[src/rtl/flappy_pkg.sv]
// Shared constants and types for the Flappy Bird game stages.
package flappy_pkg;

  localparam int ROWS = 8;
  localparam int COLS = 8;

  typedef enum logic {
    RUN  = 1'b0,
    OVER = 1'b1
  } state_t;

  // Feedback taps for x^8 + x^6 + x^5 + x^4 + 1 (bits 7, 5, 4, 3).
  localparam logic [7:0] LFSR_TAPS = 8'hB8;

endpackage

[src/rtl/gap_lfsr.sv]
// 8-bit Fibonacci LFSR choosing the lowest open row of each new pipe.
module gap_lfsr #(
  parameter int         ROWS = 8,
  parameter int         GAP  = 3,
  parameter logic [7:0] SEED = 8'hA5
) (
  input  logic       clk,
  input  logic       reset,
  input  logic       advance,
  output logic [7:0] gap_base
);
  import flappy_pkg::*;

  localparam logic [7:0] SLOTS = 8'(ROWS - GAP + 1);

  logic [7:0] lfsr;
  logic       feedback;

  assign feedback = ^(lfsr & LFSR_TAPS);
  assign gap_base = lfsr % SLOTS;

  always_ff @(posedge clk or posedge reset) begin
    if (reset) begin
      lfsr <= SEED;
    end else if (advance) begin
      lfsr <= {lfsr[6:0], feedback};
    end
  end

endmodule

[src/rtl/pipe_scroller.sv]
// Scrolls pipe columns toward the bird, detects collisions and keeps score.
module pipe_scroller #(
  parameter int         ROWS         = flappy_pkg::ROWS,
  parameter int         COLS         = flappy_pkg::COLS,
  parameter int         GAP          = 3,
  parameter int         SPACING      = 4,
  parameter int         SCROLL_TICKS = 4,
  parameter logic [7:0] SEED         = 8'hA5
) (
  input  logic                      clk,
  input  logic                      reset,
  input  logic                      tick,
  input  logic [ROWS-1:0]           bird,
  input  logic                      bird_dead,
  output logic [COLS-1:0][ROWS-1:0] pipes,
  output logic                      Dead,
  output logic [7:0]                score,
  output logic                      passed
);
  import flappy_pkg::*;

  localparam int SW = (SCROLL_TICKS > 1) ? $clog2(SCROLL_TICKS) : 1;
  localparam int PW = (SPACING > 1) ? $clog2(SPACING) : 1;
  localparam logic [SW-1:0] SCROLL_LAST  = SW'(SCROLL_TICKS - 1);
  localparam logic [PW-1:0] SPACING_LAST = PW'(SPACING - 1);

  state_t          state;
  logic [SW-1:0]   scroll_cnt;
  logic [PW-1:0]   spacing_cnt;
  logic [7:0]      gap_base;
  int unsigned     gap_lo;
  logic [ROWS-1:0] new_col;
  logic            hit;
  logic            shift;
  logic            advance;

  assign hit     = |(bird & pipes[0]);
  assign shift   = (state == RUN) && tick && (scroll_cnt == SCROLL_LAST);
  assign advance = shift && (spacing_cnt == '0);
  assign gap_lo  = 32'(gap_base);

  gap_lfsr #(
    .ROWS (ROWS),
    .GAP  (GAP),
    .SEED (SEED)
  ) u_gap_lfsr (
    .clk      (clk),
    .reset    (reset),
    .advance  (advance),
    .gap_base (gap_base)
  );

  always_comb begin
    new_col = '0;
    if (spacing_cnt == '0) begin
      for (int unsigned r = 0; r < ROWS; r++) begin
        new_col[r] = !((r >= gap_lo) && (r < gap_lo + GAP));
      end
    end
  end

  // A collision or bird_dead on a shift edge still lets that shift land;
  // only the point for the column leaving the field is withheld.
  always_ff @(posedge clk or posedge reset) begin
    if (reset) begin
      state       <= RUN;
      scroll_cnt  <= '0;
      spacing_cnt <= '0;
      pipes       <= '0;
      Dead        <= 1'b0;
      score       <= '0;
      passed      <= 1'b0;
    end else begin
      passed <= 1'b0;
      if (state == RUN) begin
        if (tick) begin
          scroll_cnt <= (scroll_cnt == SCROLL_LAST) ? '0 : scroll_cnt + 1'b1;
        end
        if (shift) begin
          for (int unsigned i = 0; i < COLS - 1; i++) begin
            pipes[i] <= pipes[i+1];
          end
          pipes[COLS-1] <= new_col;
          spacing_cnt   <= (spacing_cnt == SPACING_LAST) ? '0 : spacing_cnt + 1'b1;
          if ((pipes[0] != '0) && !hit && !bird_dead) begin
            if (score != 8'hFF) begin
              score <= score + 8'd1;
            end
            passed <= 1'b1;
          end
        end
        if (hit) begin
          Dead <= 1'b1;
        end
        if (hit || bird_dead) begin
          state <= OVER;
        end
      end
    end
  end

endmodule
[config.mk]
export PLATFORM = sky130hd
export DESIGN_NAME = pipe_scroller
export DESIGN_NICKNAME = d
export VERILOG_FILES = /design/src/rtl/flappy_pkg.sv /design/src/rtl/gap_lfsr.sv /design/src/rtl/pipe_scroller.sv
export SDC_FILE = /design/constraint.sdc
export NUM_CORES = 1
export LEC_CHECK = 0
export CAP_MARGIN = 40
export CORE_UTILIZATION = 57
export CTS_BUF_LIST = sky130_fd_sc_hd__clkbuf_8
export CTS_CLUSTER_SIZE = 28
export DETAILED_ROUTE_END_ITERATION = 8
export PLACE_DENSITY_LB_ADDON = 0.3
export SLEW_MARGIN = 0
export SYNTH_ARGS = -nofsm -noshare
export SYNTH_HDL_FRONTEND = slang
export SYNTH_SLANG_ARGS = --single-unit
[constraint.sdc]
create_clock -name clk -period 5.8 [get_ports clk]
set_input_delay 1.74 -clock clk [delete_from_list [all_inputs] [get_ports clk]]
set_output_delay 1.74 -clock clk [all_outputs]
set_load 0.02 [all_outputs]
==> results.sh <==
export IMPL_avgSynthCellArea_sq_um=9.07
export IMPL_reg2reg_to="pipes[63]"
export IMPL_fin_crit_ns=4.26
export IMPL_numCtsBuffers=9
export IMPL_netlist_area_sq_um=4080
export IMPL_die_area_sq_um=7500
export IMPL_die_w_um=86.6
export IMPL_reg2reg_slack_ns=1.54
export IMPL_place_gp_congestion=0.826
export IMPL_cts_root_buffer="clkbuf_8"
export IMPL_grt_pass1_wl_mm=15.4
export IMPL_synth_warnings=0
export IMPL_yosysTopAreaCell="dfrtp_1"
export IMPL_cts_tree="built"
export IMPL_multiInputGateArea_sq_um=1730
export IMPL_grt_ovfl_total=0
export IMPL_cts_sinks=87
export IMPL_ys_async_sr_fraction=1.00
export IMPL_arrival_ns=4.50
export IMPL_rsz0062_at_grt="no"
export IMPL_synth_edf_count=0
export IMPL_maxCapViolations=0
export IMPL_grt_max_degree=50
export IMPL_synth_cells=450
export IMPL_synthFlopType="dfrtp_1"
export IMPL_portBuffers=85
export IMPL_firstDrtPassIters=5
export IMPL_crit_fanout=12
export IMPL_ys_top_cells_by_area="dfrtp_1 51%, nand2_1 18%, dfstp_2 2.6%, ha_1 2.1%, o21ai_0 1.8%"
export IMPL_wl_per_cell_um=15.3
export IMPL_fin_nets=546
export IMPL_grt_pass1_vias=3107
export IMPL_use_met1=0.377
export IMPL_htree_levels=3
export IMPL_start_util=0.594
export IMPL_seqCellArea_sq_um=2180
export IMPL_slew_viol_final=0
export IMPL_cellLeakagePower_uw=0.00260
export IMPL_critPathKind="reg2reg"
export IMPL_die_h_um=86.6
export IMPL_ys_seq_elements=87
export IMPL_drt_iter0_markers=282
export IMPL_final_cell_area_sq_um=5200
export IMPL_timing_rr_start="u_gap_lfsr.lfsr[4]"
export IMPL_cellPowerDensity_nw_per_um2=211
export IMPL_start_kind="register"
export IMPL_status="finished, final reports clean"
export IMPL_wirelength_mm=9.59
export IMPL_insertion_delay_ns=0.35
export IMPL_hold_path_class="reg2reg"
export IMPL_setup_viol=0
export IMPL_syn_to_final_growth_pct=27.4
export IMPL_met3_usage=0.0638
export IMPL_cts_setup_buffers=0
export IMPL_use_met2=0.429
export IMPL_final_util=0.756
export IMPL_hpwlAfterDp_mm=6.77
export IMPL_crit_start="u_gap_lfsr.lfsr[4]"
export IMPL_peakVddDrop_mv=0.228
export IMPL_io_pins=86
export IMPL_final_common_cell="nand2_1"
export IMPL_num_fill_cells=504
export IMPL_cts_buffer_depth=2
export IMPL_ant_nets=0
export IMPL_via_count=3451
export IMPL_viasPerCell=5.51
export IMPL_setup_tns_final_ns=0
export IMPL_synth_nets=469
export IMPL_reg2regPathDepth=16
export IMPL_drive_gt1_frac=0.0755
export IMPL_grt_usage=0.269
export IMPL_relSlewSlack=0.603
export IMPL_skew_ns=0.00843
export IMPL_cts_resized=0
export IMPL_hold_viol=0
export IMPL_synth_top_area_frac=0.509
export IMPL_fp_coreArea_sq_um=6870
export IMPL_fp_row_count=30
export IMPL_placed_cell_area_sq_um=4980
export IMPL_synth_seq_area_share=0.535
export IMPL_fmax_mhz=235
export IMPL_endpoint_kind="register"
export IMPL_diodes=0
export IMPL_clkTransAtPathRegs_ns=0.09
export IMPL_synth_cell_types=54
export IMPL_required_ns=6.03
export IMPL_cts_hold_buffers_added=0
export IMPL_grt_most_used_layer="met2"
export IMPL_drc_errors=0
export IMPL_period_share=0.735
export IMPL_antenna_found_initial=0
export IMPL_max_slew_worst_pin_slew_ns=0.594
export IMPL_final_cell_mix="196 x nand2_1, 85 x clkdlybuf4s50_1, 83 x dfrtp_1"
export IMPL_endpoint="pipes[63]"
-- synth_stat cells, drive strengths merged, types with 4 or more instances --
master and number:
clkbuf 14, dfstp 4, o211ai 5, nand2 197, o21ai 15, a311oi 4
nor2 10, a21oi 8, a22o 4, buf 9, dfrtp 83, inv 11
ha 7, nand4 4, nand2b 4, nor3 7, and3 6, xnor2 7
a22oi 6
-- through the flow --
stage,cells,hold slack (ns),setup WS [ns],power [uW]
after floorplan,450,0.442,1.82,631
after global placement,611,0.461,1.75,643
after detailed placement,612,0.465,1.61,646
after CTS,626,0.489,1.60,1100
after global routing,626,0.516,1.16,1130
final,626,0.483,1.54,1100
-- sequential cells by signal, indices dropped and copies added, names as in the netlist --
signal,flops
spacing_cnt,2
scroll_cnt,2
score,8
u_gap_lfsr.lfsr,8
state,1
passed,1
pipes,64
Dead,1
-- final cells by class --
type                            instances  area share
Timing Repair Buffer                   89       0.173
Clock buffer                           10      0.0265
Sequential cell                        87       0.420
Multi-Input combinational cell        329       0.333
Inverter                               11     0.00819
Clock inverter                          4      0.0154
Tap cell                               96      0.0231
-- critical path, cell delays in order (launching register included) --
cell      delay [ns]
dfrtp_1         0.58
inv_1           0.15
ha_1            0.24
and2b_1         0.19
o211ai_1        0.27
and3_1          0.43
nand2b_1        0.21
nor2_1          0.05
a211oi_1        0.27
a21oi_1         0.07
ha_1            0.36
inv_1           0.09
a22o_1          0.20
o31ai_1         0.27
o221ai_2        0.26
a211o_1         0.30
a22o_1          0.21
-- power by group --
group	internal, uW	switching [uW]
Combinational	10.5	14.1
Clock	254	211
Sequential	607	0.890
Total	871	226
-- kinds of logic (layout without fill, tap and decap cells) --
kind of cell | after synthesis | count (layout) | synth area share
DFF | 87 | 87 | 0.535
xor gates and xnor gates | 10 | 10 | 0.0215
muxes | 5 | 5 | 0.0132
and+or+nand+nor | 247 | 247 | 0.257
buffers and inverters | 34 | 114 | 0.0414
AOI/OAI and AO/OA | 60 | 60 | 0.111
adders and majority gates | 7 | 7 | 0.0215
-- worst min-delay path by stage --
| stage | start | to | depth (start not counted) |
|---|---|---|---|
| after global routing | state | Dead | 1 |
| after floorplan | state | Dead | 1 |
| after global placement | Dead | Dead | 1 |
| after CTS | state | Dead | 1 |
| after detailed placement | Dead | Dead | 1 |
| final | Dead | Dead | 1 |
-- metal layers --
| metal | share of wire | up-vias |
|---|---|---|
| met5 | 0 | - |
| met4 | 0.0088 | 0 |
| met3 | 0.074 | 9 |
| met2 | 0.48 | 150 |
| met1 | 0.44 | 1657 |
| li1 | - | 1635 |
Power figures use the tool's default switching activity.
